`config.mk`:
```
export PLATFORM = sky130hd
export DESIGN_NAME = vram_portb_arbiter_flat
export DESIGN_NICKNAME = d
export VERILOG_FILES = /design/src/rtl/vram_portb_arbiter_if.sv /design/src/rtl/vram_portb_arbiter.sv /design/src/flat_wrapper.sv
export SDC_FILE = /design/constraint.sdc
export NUM_CORES = 1
export LEC_CHECK = 0
export CORE_AREA = 2 2 320 322
export DETAILED_ROUTE_END_ITERATION = 10
export DIE_AREA = 0 0 322 324
export HOLD_SLACK_MARGIN = 0.08
export MAX_ROUTING_LAYER = met4
export PLACE_DENSITY = 0.36
export SYNTH_ARGS = -nofsm -noshare
export SYNTH_HDL_FRONTEND = slang
export SYNTH_SLANG_ARGS = --single-unit
```
`constraint.sdc`:
```
create_clock -name clk -period 3.5 [get_ports clk]
set_input_delay 1.05 -clock clk [delete_from_list [all_inputs] [get_ports clk]]
set_output_delay 1.05 -clock clk [all_outputs]
set_load 0.02 [all_outputs]
```
`src/rtl/vram_portb_arbiter_if.sv`:
```
// ============================================================================
// Module      : vram_portb_arbiter_if
// Description : Requester-side bundle for the VRAM port-B arbiter: request
//               with lock/write qualifiers, combinational grant and the read
//               return (rvalid + shared read data).
// Revision    : 1.0 - initial release
// ============================================================================
`default_nettype none

interface vram_portb_arbiter_if #(
  parameter int AW = 15,
  parameter int DW = 128
);
  logic          req;
  logic          lock;
  logic          we;
  logic [AW-1:0] addr;
  logic [DW-1:0] wdata;
  logic          gnt;
  logic          rvalid;
  logic [DW-1:0] rdata;

  // Requester side drives the request, the arbiter answers
  modport master (output req, lock, we, addr, wdata, input gnt, rvalid, rdata);
  modport slave  (input req, lock, we, addr, wdata, output gnt, rvalid, rdata);
endinterface

`default_nettype wire

```
`src/rtl/vram_portb_arbiter.sv`:
```
// ============================================================================
// Module      : vram_portb_arbiter
// Description : Two-requester arbiter for VRAM port B (r0 vector unit, r1 FIR
//               stream engine). Round-robin with lock/burst ownership, a
//               registered RAM command stage and a read-tag pipeline that
//               routes q_b back to the requester that issued the read.
//               Optional build macro VRAM_ARB_FIXED_PRIO_EN: r0 strictly wins
//               every conflict, lock and burst limit are ignored.
// Revision    : 1.0 - initial release
// ============================================================================
`default_nettype none

module vram_portb_arbiter #(
  parameter int AW        = 15,
  parameter int DW        = 128,
  parameter int RD_LAT    = 2,
  parameter int MAX_BURST = 16
) (
  input  wire logic             clk,
  input  wire logic             reset,
  vram_portb_arbiter_if.slave   r0,
  vram_portb_arbiter_if.slave   r1,
  output logic [AW-1:0]         address_b,
  output logic [DW-1:0]         data_b,
  output logic                  wren_b,
  input  wire logic [DW-1:0]    q_b
);

  localparam int            CW        = $clog2(MAX_BURST + 1);
  localparam logic [CW-1:0] BURST_MAX = CW'(MAX_BURST);

  typedef enum logic [1:0] {
    OWN_NONE = 2'd0,
    OWN_R0   = 2'd1,
    OWN_R1   = 2'd2
  } owner_e;

  logic          gnt0;
  logic          gnt1;
  owner_e        owner_q, owner_d;
  logic          last_q, last_d;      // requester granted most recently (1 = r1)
  logic [CW-1:0] burst_q, burst_d;    // consecutive grants to the current owner
  logic [AW-1:0] addr_q, addr_d;
  logic [DW-1:0] data_q, data_d;
  logic          wren_q, wren_d;
  logic [RD_LAT:0] tv_q, tv_d;        // read-in-flight valid per pipeline stage
  logic [RD_LAT:0] tid_q, tid_d;      // requester id per pipeline stage

  // Arbitration: choose at most one winner, then update pointer and ownership
  always_comb begin
    gnt0    = 1'b0;
    gnt1    = 1'b0;
    owner_d = owner_q;
    last_d  = last_q;
    burst_d = burst_q;
`ifdef VRAM_ARB_FIXED_PRIO_EN
    gnt0    = r0.req;
    gnt1    = r1.req & ~r0.req;
    owner_d = OWN_NONE;
    burst_d = '0;
    if (gnt0) begin
      last_d = 1'b0;
    end else if (gnt1) begin
      last_d = 1'b1;
    end
`else
    // Owner keeps the port unless its burst is used up and the other side waits
    if (owner_q == OWN_R0 && r0.req) begin
      if (burst_q == BURST_MAX && r1.req) gnt1 = 1'b1;
      else                                gnt0 = 1'b1;
    end else if (owner_q == OWN_R1 && r1.req) begin
      if (burst_q == BURST_MAX && r0.req) gnt0 = 1'b1;
      else                                gnt1 = 1'b1;
    end else if (r0.req && r1.req) begin
      if (last_q) gnt0 = 1'b1;
      else        gnt1 = 1'b1;
    end else begin
      gnt0 = r0.req;
      gnt1 = r1.req;
    end

    // A locked grant starts or extends ownership; the counter wraps to 1 when
    // the owner continues past the limit because nobody else was waiting
    if (gnt0) begin
      last_d = 1'b0;
      if (r0.lock) begin
        owner_d = OWN_R0;
        burst_d = (owner_q == OWN_R0 && burst_q != BURST_MAX) ? burst_q + 1'b1 : CW'(1);
      end else begin
        owner_d = OWN_NONE;
        burst_d = '0;
      end
    end else if (gnt1) begin
      last_d = 1'b1;
      if (r1.lock) begin
        owner_d = OWN_R1;
        burst_d = (owner_q == OWN_R1 && burst_q != BURST_MAX) ? burst_q + 1'b1 : CW'(1);
      end else begin
        owner_d = OWN_NONE;
        burst_d = '0;
      end
    end else begin
      owner_d = OWN_NONE;
      burst_d = '0;
    end
`endif
  end

  // Command stage and read-tag pipeline: load winner's command, shift tags
  always_comb begin
    addr_d = addr_q;
    data_d = data_q;
    wren_d = 1'b0;
    tv_d   = '0;
    tid_d  = '0;
    if (gnt0) begin
      addr_d = r0.addr;
      data_d = r0.wdata;
      wren_d = r0.we;
    end else if (gnt1) begin
      addr_d = r1.addr;
      data_d = r1.wdata;
      wren_d = r1.we;
    end
    tv_d[0]  = (gnt0 & ~r0.we) | (gnt1 & ~r1.we);
    tid_d[0] = gnt1;
    for (int i = 1; i <= RD_LAT; i++) begin
      tv_d[i]  = tv_q[i-1];
      tid_d[i] = tid_q[i-1];
    end
  end

  // State registers, cleared asynchronously so in-flight reads are dropped
  always_ff @(posedge clk or negedge reset) begin
    if (!reset) begin
      owner_q <= OWN_NONE;
      last_q  <= 1'b1;
      burst_q <= '0;
      addr_q  <= '0;
      data_q  <= '0;
      wren_q  <= 1'b0;
      tv_q    <= '0;
      tid_q   <= '0;
    end else begin
      owner_q <= owner_d;
      last_q  <= last_d;
      burst_q <= burst_d;
      addr_q  <= addr_d;
      data_q  <= data_d;
      wren_q  <= wren_d;
      tv_q    <= tv_d;
      tid_q   <= tid_d;
    end
  end

  // Grants are suppressed while reset is held low
  assign r0.gnt    = gnt0 & reset;
  assign r1.gnt    = gnt1 & reset;
  assign r0.rvalid = tv_q[RD_LAT] & ~tid_q[RD_LAT];
  assign r1.rvalid = tv_q[RD_LAT] &  tid_q[RD_LAT];
  assign r0.rdata  = q_b;
  assign r1.rdata  = q_b;
  assign address_b = addr_q;
  assign data_b    = data_q;
  assign wren_b    = wren_q;

endmodule

`default_nettype wire

```
`src/flat_wrapper.sv`:
```
// flat-port wrapper written by rule: the top's interface ports become plain ports
module vram_portb_arbiter_flat 
#(
  parameter int AW        = 15,
  parameter int DW        = 128,
  parameter int RD_LAT    = 2,
  parameter int MAX_BURST = 16
)
  (clk, reset, address_b, data_b, wren_b, q_b, r0_req, r0_lock, r0_we, r0_addr, r0_wdata, r0_gnt, r0_rvalid, r0_rdata, r1_req, r1_lock, r1_we, r1_addr, r1_wdata, r1_gnt, r1_rvalid, r1_rdata);
  vram_portb_arbiter_if #(.AW(AW), .DW(DW)) r0_i ();
  vram_portb_arbiter_if #(.AW(AW), .DW(DW)) r1_i ();
  input  wire logic clk;
  input  wire logic reset;
  output logic [AW-1:0] address_b;
  output logic [DW-1:0] data_b;
  output logic wren_b;
  input  wire logic [DW-1:0] q_b;
  input wire logic [$bits(r0_i.req)-1:0] r0_req;
  input wire logic [$bits(r0_i.lock)-1:0] r0_lock;
  input wire logic [$bits(r0_i.we)-1:0] r0_we;
  input wire logic [$bits(r0_i.addr)-1:0] r0_addr;
  input wire logic [$bits(r0_i.wdata)-1:0] r0_wdata;
  output wire logic [$bits(r0_i.gnt)-1:0] r0_gnt;
  output wire logic [$bits(r0_i.rvalid)-1:0] r0_rvalid;
  output wire logic [$bits(r0_i.rdata)-1:0] r0_rdata;
  input wire logic [$bits(r1_i.req)-1:0] r1_req;
  input wire logic [$bits(r1_i.lock)-1:0] r1_lock;
  input wire logic [$bits(r1_i.we)-1:0] r1_we;
  input wire logic [$bits(r1_i.addr)-1:0] r1_addr;
  input wire logic [$bits(r1_i.wdata)-1:0] r1_wdata;
  output wire logic [$bits(r1_i.gnt)-1:0] r1_gnt;
  output wire logic [$bits(r1_i.rvalid)-1:0] r1_rvalid;
  output wire logic [$bits(r1_i.rdata)-1:0] r1_rdata;
  assign r0_i.req = r0_req;
  assign r0_i.lock = r0_lock;
  assign r0_i.we = r0_we;
  assign r0_i.addr = r0_addr;
  assign r0_i.wdata = r0_wdata;
  assign r0_gnt = r0_i.gnt;
  assign r0_rvalid = r0_i.rvalid;
  assign r0_rdata = r0_i.rdata;
  assign r1_i.req = r1_req;
  assign r1_i.lock = r1_lock;
  assign r1_i.we = r1_we;
  assign r1_i.addr = r1_addr;
  assign r1_i.wdata = r1_wdata;
  assign r1_gnt = r1_i.gnt;
  assign r1_rvalid = r1_i.rvalid;
  assign r1_rdata = r1_i.rdata;
  vram_portb_arbiter #(.AW(AW), .DW(DW), .RD_LAT(RD_LAT), .MAX_BURST(MAX_BURST)) u_core (.clk(clk), .reset(reset), .r0(r0_i), .r1(r1_i), .address_b(address_b), .data_b(data_b), .wren_b(wren_b), .q_b(q_b));
endmodule
```
==> run summary <==
======================================================================================
Final setup fails                                                                    0
Bufs on Longest Clock Path                                                           2
Kind of path behind the tightest hold check                               flip-flop to flip-flop
Detailed-routing iteration count for the pre-antenna-repair pass                     4
Share of cells above drive strength 1                                            6.32%
Sw Ratio                                                                         32.1%
Overflow after GRT                                                                   0
I/O pin count                                                                      826
# port buffers                                                                     441
Layout area overhead                                                             52.1%
Number of nets in the layout                                                      1553
Crit path cell chain                                                      inv_1 > ha_1 > and4bb_2 > a2111oi_4 > a311o_2 > nor2_4 > buf_12
Number of antenna violations at the first check in global routing                   12
Arrival time reported for the critical path endpoint                           2.25 ns
Highest ir drop seen on vdd                                                     349 µV
DRC violation total after the first TritonRoute iteration                          234
Clock Latency Late Sink                                                        0.49 ns
Fraction of the cycle the final worst path needs                                 94.3%
DP Worst Slack                                                               -0.172 ns
H-tree lvl count                                                                     4
Worst path buffer plus inverter count                                                2
Number of buffers created by CTS                                                    17
Int Pwr                                                                        4.53 mW
Unrepaired setup endpoints after global routing                                  false
Sum of negative setup slack                                                       0 ns
Global Route Usage Sum                                                           7.86%
Hold bufs inserted after CTS                                                         0
Share of flip-flops with an asynchronous set or reset after synthesis             100%
Power per cell area                                                         474 nW/µm²
Number of flip-flops and latches in the synthesized netlist                        158
Post-detail-place hpwl                                                        32200 µm
Clock transition at the registers of the reported paths                        0.07 ns
Area of the placeable core                                                  101000 µm²
# rows                                                                             117
MaxCap Viol Count                                                                    0
Final RePlAce weighted congestion                                                0.740
Via count                                                                         7119
Synth warn                                                                           0
Hold Worst Slack                                                              0.356 ns
Post-Synthesis Net Count                                                          1365
Number of slew-limit violations in the final report                                  0
Number of global-route vias before repair                                         7521
Overall die area                                                            104000 µm²
Distinct cell type count after synthesis                                            33
Logic gate share of total power                                                  32.7%
Initial Utilization                                                              9.15%
Post-Syn Area                                                                 9240 µm²
Clock power share                                                                32.7%
Library cell contributing the largest single delay on the critical path        dfrtp_2
Achievable Freq                                                                303 MHz
Avg Cell Area, Syn                                                            9.82 µm²
Clk sinks                                                                          158
Setup fix buffers added after clock tree synthesis                                   0
Antenna Nets Post-Route                                                              0
Max stage delay on crit path                                                   0.44 ns
Width of the die                                                                322 µm
Tightest slew margin relative to the limit                                       38.8%
Most frequent cells in the layout                                         436 x clkdlybuf4s50_1, 156 x dfrtp_1, 145 x mux2i_1, 145 x nor2_1, 143 x a21oi_1
CP top delay family                                                       compound AO/OA/AOI/OAI gates
Average wire per cell in the routed design                                     16.6 µm
Post-layout worst setup margin                                                0.199 ns
Worst-Margin Slew                                                             0.918 ns
Post-route core utilization                                                      13.9%
Chip Height                                                                     324 µm
Overall routed net length                                                     40900 µm
Count of mapped cells out of synthesis                                             941
Crit Path Max Fanout                                                                 5
Proportion of synthesized chip area in sequential cells                          42.8%
Flop pwr share                                                                   34.6%
Kind of capture point of the worst setup path                             primary output
CP Data Required Time                                                          2.45 ns
Post-DR vias/cell                                                                 2.90
Start-to-end type of the worst setup path                                 flip-flop to primary output
First-pass GRT wire length                                                    55700 µm
Count of flip-flops with a built-in enable after synthesis                           0
Clock tree from TritonCTS                                                          yes
Final hold violations                                                                0
DRC Markers                                                                          0
Post-route minimum period                                                      3.30 ns
Leak Pwr                                                                       5.45 nW
Clock tree root buffer cell                                                  clkbuf_16
Status                                                                    complete, no violations
Leading register cell type out of synthesis                                    dfrtp_1
Pin count of the biggest net entering global routing                               100
Max Clock Skew                                                               0.0100 ns
Total net switching power                                                      2.14 mW
Crit start category                                                          flip-flop
Most common cell after layout, fill and taps aside                        clkdlybuf4s50_1
======================================================================================
[worst reg2reg max path, stage by stage, from the launching register on]
cell and delay (ns):
dfrtp_2 0.41, inv_1 0.05, ha_1 0.22, and4bb_2 0.28
a2111oi_4 0.38, a311o_2 0.21, buf_4 0.16, buf_12 0.20
buf_12 0.39, nor2_1 0.19, a21oi_1 0.13
[flip-flops by register name, summed over array words and instances, names as in the netlist]
signal	cells
u_core.last_q	1
u_core.wren_b	1
u_core.burst_q	5
u_core.tv_q	3
u_core.address_b	15
u_core.tid_q	3
u_core.owner_q	2
u_core.data_b	128
[final timing paths]
kind	depth (start not counted)	start	to	slack, ns
worst max-delay path	7	u_core.burst_q[0]	r0_gnt	0.20
worst min-delay path	0	u_core.tid_q[0]	u_core.tid_q[1]	0.36
worst max register to register	10	u_core.burst_q[0]	u_core.data_b[113]	0.80
worst min register to register	0	u_core.tid_q[0]	u_core.tid_q[1]	0.36
max in group asynchronous	2	reset	u_core.burst_q[0]	2.01
min in group asynchronous	2	reset	u_core.data_b[92]	0.67
[cells in the mapped netlist, drive strengths merged (2+ instances only)]
master  instances  share of area (%)
a31oi           2               0.14
xor2            2               0.19
nor2b           3               0.20
buf           303                 24
dfrtp         157                 43
inv             8               0.32
nand3           4               0.22
ha              2               0.27
nand2           7               0.31
nor3            2               0.11
nor2          147                6.0
a21oi         143                7.7
mux2i         145                 16
[power by group through the flow]
stage	sequential (mW)	clock [mW]	combinational, mW
6_report	2.31	2.18	2.18
5_1_grt	2.35	2.38	2.34
4_1_cts	2.31	2.34	2.23
3_5_place_dp	2.35	0	2.22
3_3_place_gp	2.34	0	2.21
2_1_floorplan	2.67	0	1.06
[layout make-up]
cell class              instances  area (µm²)
fillers                     11430       87000
repair buffers                472        4740
flip-flops and latches        158        3960
multi-input cells             472        3040
well taps                    1309        1640
clock buffers                  20         447
clock inverters                10         188
inverters                       8        30.0
diodes                          7        17.5
[logic make-up (layout without fill, tap and decap cells)]
logic type / count (synthesis) / after routing / share of synthesized area [%]
compound gates: 153 / 153 / 8.85
xor+xnor: 3 / 3 / 0.284
fa+ha+maj: 2 / 2 / 0.271
buf+inv: 311 / 510 / 24.7
flops: 158 / 158 / 42.8
mux: 145 / 145 / 15.7
other cells: 0 / 7 / 0
simple gates: 169 / 169 / 7.36
[layer usage]
layer	track usage, %	vias to the layer above	routed length, µm	part of all wire (%)
met4	5.03	0	1950	4.8
met1	8.35	3291	15900	39
met3	4.33	152	5310	13
li1	-	3260	-	-
met2	11.3	416	17700	43
met5	-	-	0	0
[through the flow]
step,instances,instance area [µm²],power (mW)
CTS,2449,14000,6.88
floorplan,941,9240,3.73
finish,2456,14100,6.67
global placement,2419,13400,4.56
global route,2455,14100,7.07
detailed placement,2419,13400,4.56
[timing repair]
item	in CTS	in global routing
endpoints found under the hold margin	0	0
gates resized for setup	5	3
setup endpoints to repair	2	2
(Power assumes the default switching activity.)
